==> src/rtl/rr_req_agent.sv <==
// rr_req_agent: requester-side agent for the round-robin arbiter.
// It buffers upstream beats in a FIFO and holds a registered request toward the arbiter.
// Each granted cycle pops one beat onto the shared bus, registered.
// It also flags grant starvation and grants that arrive while not requesting.
module rr_req_agent #(
  parameter int unsigned DATA_W     = 32,
  parameter int unsigned DEPTH      = 8,
  parameter int unsigned PKT_MODE   = 0,
  parameter int unsigned STARVE_MAX = 255
) (
  input  logic                       sys_clk_i,
  input  logic                       rst_n_i,
  input  logic                       s_valid_i,
  output logic                       s_ready_o,
  input  logic [DATA_W-1:0]          s_data_i,
  input  logic                       s_last_i,
  output logic                       request_o,
  input  logic                       grant_i,
  output logic                       bus_valid_o,
  output logic [DATA_W-1:0]          bus_data_o,
  output logic                       bus_last_o,
  output logic [$clog2(DEPTH):0]     level_o,
  output logic                       starve_o,
  input  logic                       starve_clr_i,
  output logic                       grant_err_o
);

  localparam int unsigned AW  = $clog2(DEPTH);
  localparam int unsigned LW  = AW + 1;
  localparam int unsigned CW  = 16;
  localparam int unsigned EW  = DATA_W + 1;
  localparam bit          PKT = (PKT_MODE != 0);

  typedef enum logic [1:0] {
    IDLE = 2'd0,
    REQ  = 2'd1,
    LOCK = 2'd2
  } state_e;

  logic [EW-1:0]     mem_q [DEPTH];
  logic [AW-1:0]     wr_ptr_q, rd_ptr_q;
  logic [LW-1:0]     level_q, level_d;
  logic [LW-1:0]     pkt_cnt_q, pkt_cnt_d;
  state_e            state_q, state_d;
  logic              request_q;
  logic              bus_valid_q;
  logic [DATA_W-1:0] bus_data_q;
  logic              bus_last_q;
  logic [CW-1:0]     starve_cnt_q, starve_cnt_d;
  logic              starve_q, starve_d;
  logic              grant_err_q;

  logic              push, pop;
  logic [EW-1:0]     head;
  logic              head_last;
  logic              eligible;
  logic              starve_set;

  assign s_ready_o = (level_q < LW'(DEPTH));
  assign push      = s_valid_i && s_ready_o;
  assign pop       = request_q && grant_i && (level_q != '0);
  assign head      = mem_q[rd_ptr_q];
  assign head_last = head[DATA_W];

  // Next-cycle occupancy and complete-packet count
  always_comb begin
    level_d   = level_q + LW'(push) - LW'(pop);
    pkt_cnt_d = pkt_cnt_q + LW'(push && s_last_i) - LW'(pop && head_last);
    eligible  = PKT ? (pkt_cnt_d != '0) : (level_d != '0);
  end

  // Request FSM next state; LOCK holds the arbiter until a packet's last beat leaves
  always_comb begin
    state_d = state_q;
    unique case (state_q)
      IDLE: begin
        if (eligible) state_d = REQ;
      end
      REQ: begin
        if (PKT && pop && !head_last) state_d = LOCK;
        else if (!eligible)           state_d = IDLE;
      end
      LOCK: begin
        if (pop && head_last) state_d = eligible ? REQ : IDLE;
      end
      default: state_d = IDLE;
    endcase
  end

  // Starvation counter saturates; the set term beats a simultaneous clear
  always_comb begin
    starve_cnt_d = starve_cnt_q;
    if ((state_q == IDLE) || grant_i) begin
      starve_cnt_d = '0;
    end else if (starve_cnt_q < CW'(STARVE_MAX)) begin
      starve_cnt_d = starve_cnt_q + CW'(1);
    end
    starve_set = (state_q != IDLE) && !grant_i && (starve_cnt_d == CW'(STARVE_MAX));
    starve_d   = starve_q;
    if (starve_set)        starve_d = 1'b1;
    else if (starve_clr_i) starve_d = 1'b0;
  end

  // FIFO storage; payload needs no reset since pointers gate visibility
  always_ff @(posedge sys_clk_i) begin
    if (push) mem_q[wr_ptr_q] <= {s_last_i, s_data_i};
  end

  // FIFO pointers, counters and FSM state
  always_ff @(posedge sys_clk_i or negedge rst_n_i) begin
    if (!rst_n_i) begin
      wr_ptr_q     <= '0;
      rd_ptr_q     <= '0;
      level_q      <= '0;
      pkt_cnt_q    <= '0;
      state_q      <= IDLE;
      request_q    <= 1'b0;
      starve_cnt_q <= '0;
      starve_q     <= 1'b0;
      grant_err_q  <= 1'b0;
    end else begin
      if (push) wr_ptr_q <= wr_ptr_q + AW'(1);
      if (pop)  rd_ptr_q <= rd_ptr_q + AW'(1);
      level_q      <= level_d;
      pkt_cnt_q    <= pkt_cnt_d;
      state_q      <= state_d;
      request_q    <= (state_d != IDLE);
      starve_cnt_q <= starve_cnt_d;
      starve_q     <= starve_d;
      if (grant_i && !request_q) grant_err_q <= 1'b1;
    end
  end

  // Shared-bus output register; payload holds when no beat is popped
  always_ff @(posedge sys_clk_i or negedge rst_n_i) begin
    if (!rst_n_i) begin
      bus_valid_q <= 1'b0;
      bus_data_q  <= '0;
      bus_last_q  <= 1'b0;
    end else begin
      bus_valid_q <= pop;
      if (pop) begin
        bus_data_q <= head[DATA_W-1:0];
        bus_last_q <= head_last;
      end
    end
  end

  assign request_o   = request_q;
  assign bus_valid_o = bus_valid_q;
  assign bus_data_o  = bus_data_q;
  assign bus_last_o  = bus_last_q;
  assign level_o     = level_q;
  assign starve_o    = starve_q;
  assign grant_err_o = grant_err_q;

endmodule
==> config.mk <==
export PLATFORM = sky130hd
export DESIGN_NAME = rr_req_agent
export DESIGN_NICKNAME = d
export VERILOG_FILES = /design/src/rtl/rr_req_agent.sv
export SDC_FILE = /design/constraint.sdc
export NUM_CORES = 1
export LEC_CHECK = 0
export CAP_MARGIN = 0
export CORE_UTILIZATION = 45
export DETAILED_ROUTE_END_ITERATION = 7
export HOLD_SLACK_MARGIN = 0.12
export PLACE_DENSITY = 0.68
export SYNTH_ARGS = -nofsm -noshare
export SYNTH_HDL_FRONTEND = slang
export SYNTH_SLANG_ARGS = --single-unit
==> constraint.sdc <==
create_clock -name sys_clk_i -period 4.4 [get_ports sys_clk_i]
set_clock_uncertainty 0.1 [all_clocks]
set_input_delay 1.1 -clock sys_clk_i [delete_from_list [all_inputs] [get_ports sys_clk_i]]
set_output_delay 1.1 -clock sys_clk_i [all_outputs]
set_load 0.05 [all_outputs]
Word-level counts from Yosys, hierarchy flattened:

Memories as Yosys holds them, arrays and structs flattened.
Cells that the tools add are included.

* shifts and indexed selects: 0
* $add $sub $neg: 5
* equal/unequal tests: 3
* div/mod/pow operators: 0
* multipliers: 0
* multiplexer cells: 11
* reductions and logical operators: 16
* $lt $le $gt $ge: 2
* bitwise gates (word level): 0

Operators by type and width (number)
* 2-to-1 mux 16 bit: 2
* adder 16 x 1 -> 16 bit (second input constant): 1
* == test 16 x 8 -> 1 bit (second input constant): 1
* less-than comparator 16 x 8 -> 1 bit (second input constant): 1
* nonzero test 4 bit: 2
* logical AND 1 bit: 7
* adder 3 x 1 -> 3 bit (second input constant): 2
* 2-to-1 mux 2 bit: 3
* one-hot mux 2 bit (3 select lines): 1
* nonzero test 2 bit: 3
* 2-to-1 mux 1 bit: 5
* adder 4 x 1 -> 4 bit: 1
* less-than comparator 4 bit (second input constant): 1
* subtractor 4 x 1 -> 4 bit: 1
* == test 2 x 1 -> 1 bit (second input constant): 1
* == test 2 bit (second input constant): 1
* logical NOT 1 bit: 2
* logical NOT 2 bit: 1
* logical OR 1 bit: 1

* memories: 1
* ROM bits: 0
* RAM bits: 264
* latch bits: 0
* bits of input ports: 38
* register bits: 65

Memories
* mem_q: words 8, width 33, read ports 1, clocked after memory_dff 0, write ports 1, RTL line 40 `logic [EW-1:0] mem_q [DEPTH];`

Depth between registers and ports, before layout:

* depth in word-level cells: 9
* gate-level depth with buffers: 12

Worst setup path before layout:

OpenSTA, ideal clock, no wires.

* path type: input to register
* from: in s_valid_i
* to: mem mem_q[0][0] in the netlist's numbering (enable)
* buffers on the path: 0
* data required time: 3.836 ns
* cell stages on the path: 3
* arrival: 3.857 ns
* setup slack: -0.021 ns
* cell sequence: nor2b_1 > nand2b_1 > nor3_1

* longest elaborated chain between the ends: 3

RTL lines
* start, declared: RTL line 13 `input logic s_valid_i,`
* logical AND 1 bit: RTL line 60 `assign push = s_valid_i && s_ready_o;`
* 2-to-1 mux 1 bit: RTL line 106 `if (push) mem_q[wr_ptr_q] <= {s_last_i, s_data_i};`
* 2-to-1 mux 1 bit (implied by the code): RTL line 106
* end, declared: RTL line 40

No other way between the ends.

Worst setup path after layout:

* from: in s_valid_i
* to: reg state_q[0]

* longest elaborated chain between the ends: 7

RTL lines
* logical AND 1 bit (*): RTL line 60
* adder 4 x 1 -> 4 bit (*): RTL line 67 `level_d = level_q + LW'(push) - LW'(pop);`
* subtractor 4 x 1 -> 4 bit (*): RTL line 67
* nonzero test 4 bit (*): RTL line 69 `eligible = PKT ? (pkt_cnt_d != '0) : (level_d != '0);`
* 2-to-1 mux 1 bit: RTL line 84 `if (pop && head_last) state_d = eligible ? REQ : IDLE;`
* 2-to-1 mux 2 bit: RTL line 84
* one-hot mux 2 bit (3 select lines) (*): RTL line 75 `unique case (state_q)`
* named net state_d[0]: RTL line 44 `state_e state_q, state_d;`
* end signal, assigned: RTL line 126 `state_q <= state_d;`
* end, declared: RTL line 44

The timed path passes the listed nets; every way through them passes the cells marked *.
A chain may end at the register's enable or synchronous reset.

==> out/results.ini <==
[run_status]
status = complete, no violations

[finish]
nFillCells = 2125
utilization = 0.5476
drive_above_1_share = 0.1992
synthToLayoutAreaGrowth_pct = 18.70
fin_nets = 780
final-instance-count-excl-fill = 1131

[timing]
slew_headroom = 0.3858
maxSlewViolCount = 0
rsz0062_at_grt = no
min_period_ps = 3085
worst_pin_slew_ps = 921.3
setup-violations-final = 0
hold_viol_final = 0
finalCritPeriodShare = 0.7012
tns_ps = 0
fmax_mhz = 324.1

[clocking]
clk_pin_slew_ps = 60
clk_latency_ps = 570
tritoncts = done
numCtsBuffers = 31
cts_resized = 0
postCtsSetupBuffers = 0
cts_root_buffer = clkbuf_16
cts_sinks = 329
htreeDepth = 1
postCtsHoldBufs = 0
clockBufferDepth = 3

[synthesis]
synth-simple-area-share = 0.03913
yosys-mux-area-fraction = 0.1485
synth_seq_area_share = 0.7622
synth.avg_cell_area_um2 = 19.80
synth-edff-count = 264
synth_xor_area_frac = 0.007685
syn_area_um2 = 12540
synth_nets = 680
yosys_warnings = 0
synth_fa_ha_area_frac = 0.009582
synth_compound_area_frac = 0.02046
synth_top_family_by_area = multiplexers
synth_cell_types = 42
syn_inst = 633
synth_seq_cells = 329
ys_async_sr_fraction = 0.1976
ys.flop_type = edfxtp_1

[floorplanning]
die_width_um = 168.9
die_h_um = 168.9
initial_utilization = 0.4613
io_pins = 80
rows = 60
die_area_um2 = 28530
core_area_um2 = 27180

[critical_path]
path_class = in2reg
rr_worst_depth = 4
cp.required_ps = 4750
cp_data_arrival_time_ps = 3430
critPathCaptureType = flop
cp-start-kind = primary input
rrSetupSlack_ps = 1850
critPathMaxFanout = 6
rr_startpoint = rd_ptr_q[0]
r2r-end = bus_data_o[13]

[drt]
vias_per_cell = 5.307
wl_per_cell_um = 20.22
drc = 0
vias = 6002
dr.pass1.iters = 4
drt_iter0_drc = 399
wirelength_um = 22870
ant_nets = 0

[min_path]
whs_path_depth = 1
min_to = grant_err_o
hold_class = reg2reg
min_from = grant_err_o

[placement]
place.gp.congestion = 0.7958
dp_hpwl_um = 13520
dpl.cell_count = 1072
port-buffer-count = 79

[pwr]
power_mw = 9.804
ir_drop_v = 0.0004144
swShare = 0.3255
seqPwrFrac = 0.439
intPower_mw = 6.613
power.share.combinational = 0.305
leakage_nw = 5.103
p_per_area_nw_per_um2 = 658.9
p_switching_mw = 3.191
pwr-share-clk = 0.256

[global_route]
grt.total_usage = 0.1658
grt_remaining_overflow = 0
antenna_found_initial = 1
grt_pass1_vias = 6531
grt_max_degree = 71
grt_pass1_wl_um = 36030

[job]
maxCapViolations = 0

==> area by class of cell <==
class,instances,area (um2),share of cell area
Clock buffer,47,865.8,0.05819
Multi-Input combinational cell,265,2904,0.1952
Inverter,12,45.04,0.003027
Tap cell,372,465.4,0.03128
Antenna cell,1,2.502,0.0001682
Sequential cell,329,9563,0.6426
Clock inverter,11,96.34,0.006474
Timing Repair Buffer,94,938.4,0.06306
==> Yosys cell counts (all sizes together), types with 2 or more instances <==
master	number	area share
nand3	3	0.0016
nor3	2	0.00080
inv	12	0.0036
and2	11	0.0056
o21ai	3	0.0012
xor2	6	0.0042
nand4	2	0.0010
nor2	50	0.015
nor2b	2	0.0010
mux2	4	0.0036
nand2b	4	0.0020
buf	11	0.0041
or4	3	0.0027
mux4	66	0.12
a21o	2	0.0012
ha	8	0.0080
mux2i	33	0.026
and3	2	0.0011
xnor2	5	0.0035
edfxtp	264	0.63
nand2	11	0.0033
clkbuf	16	0.0048
a21oi	35	0.014
and4	2	0.0014
dfrtp	65	0.13
==> critical path, cell delays in order <==
cell and delay [ps]:
clkdlybuf4s50_1 450, nor2b_1 120, buf_4 160, inv_1 50
ha_1 280, inv_1 50, ha_1 150, inv_1 60
fa_1 370, xor2_1 260, nand4b_1 200, and2_1 190
==> worst max-delay path by stage <==
| stage | start | endpoint | cells past startpoint |
|---|---|---|---|
| global placement | s_valid_i | request_o | 12 |
| floorplan | s_valid_i | mem_q[1][0] | 3 |
| global route | s_valid_i | request_o | 12 |
| detailed placement | s_valid_i | request_o | 12 |
| finish | s_valid_i | state_q[0] | 12 |
| CTS | s_valid_i | state_q[0] | 12 |
==> through the flow <==
stage | setup slack, ps | hold slack [ps] | area, um2
2_1_floorplan | 860.0 | 341.6 | 12550
3_3_place_gp | 891.1 | 340.5 | 13920
3_5_place_dp | 804.6 | 351.8 | 13920
4_1_cts | 1313 | 366.2 | 14880
5_1_grt | 1194 | 396.2 | 14880
6_report | 1315 | 359.4 | 14880
==> cell usage in the layout, fill, tap and decap left out, types with 3 or more instances in the layout <==
cell / count
a21oi_1: 34
and2_1: 10
buf_12: 3
buf_4: 13
clkbuf_1: 13
clkbuf_16: 31
clkbuf_8: 3
clkdlybuf4s50_1: 78
clkinv_2: 6
dfrtp_1: 62
edfxtp_1: 264
ha_1: 8
inv_1: 12
mux2_2: 4
mux2i_1: 33
mux4_2: 66
nand2_1: 11
nand2b_1: 4
nor2_1: 43
nor2_4: 6
or4_4: 3
xnor2_1: 5
xor2_1: 6
==> layer usage <==
metal	GRT usage	vias to the layer above	part of all wire
met5	0	-	0
met4	0.04308	0	0.018
met3	0.02525	34	0.049
met2	0.2885	137	0.51
met1	0.2189	3128	0.43
li1	-	2703	-
==> state kept, by name (all words and copies together), names as in the netlist, 2 cells and up <==
signal        cells
rd_ptr_q          3
wr_ptr_q          3
state_q           2
starve_cnt_q     16
bus_data_o       32
level_o           4
mem_q           264
==> kinds of logic (layout without fill, tap and decap cells) <==
logic type / Yosys count / in the layout
other cells: 0 / 1
mux: 103 / 103
simple gates: 97 / 97
buf+inv: 39 / 164
flops: 329 / 329
compound gates: 45 / 45
xor+xnor: 11 / 11
fa+ha+maj: 9 / 9
==> power by group through the flow <==
stage	combinational, mW	clock, mW	sequential [mW]
after floorplan	1.67	0	4.71
after global placement	2.97	0	4.36
after detailed placement	3.02	0	4.39
after CTS	3.04	2.58	4.33
after global routing	3.21	2.68	4.38
final	2.99	2.51	4.31
(Power assumes the default switching activity.)
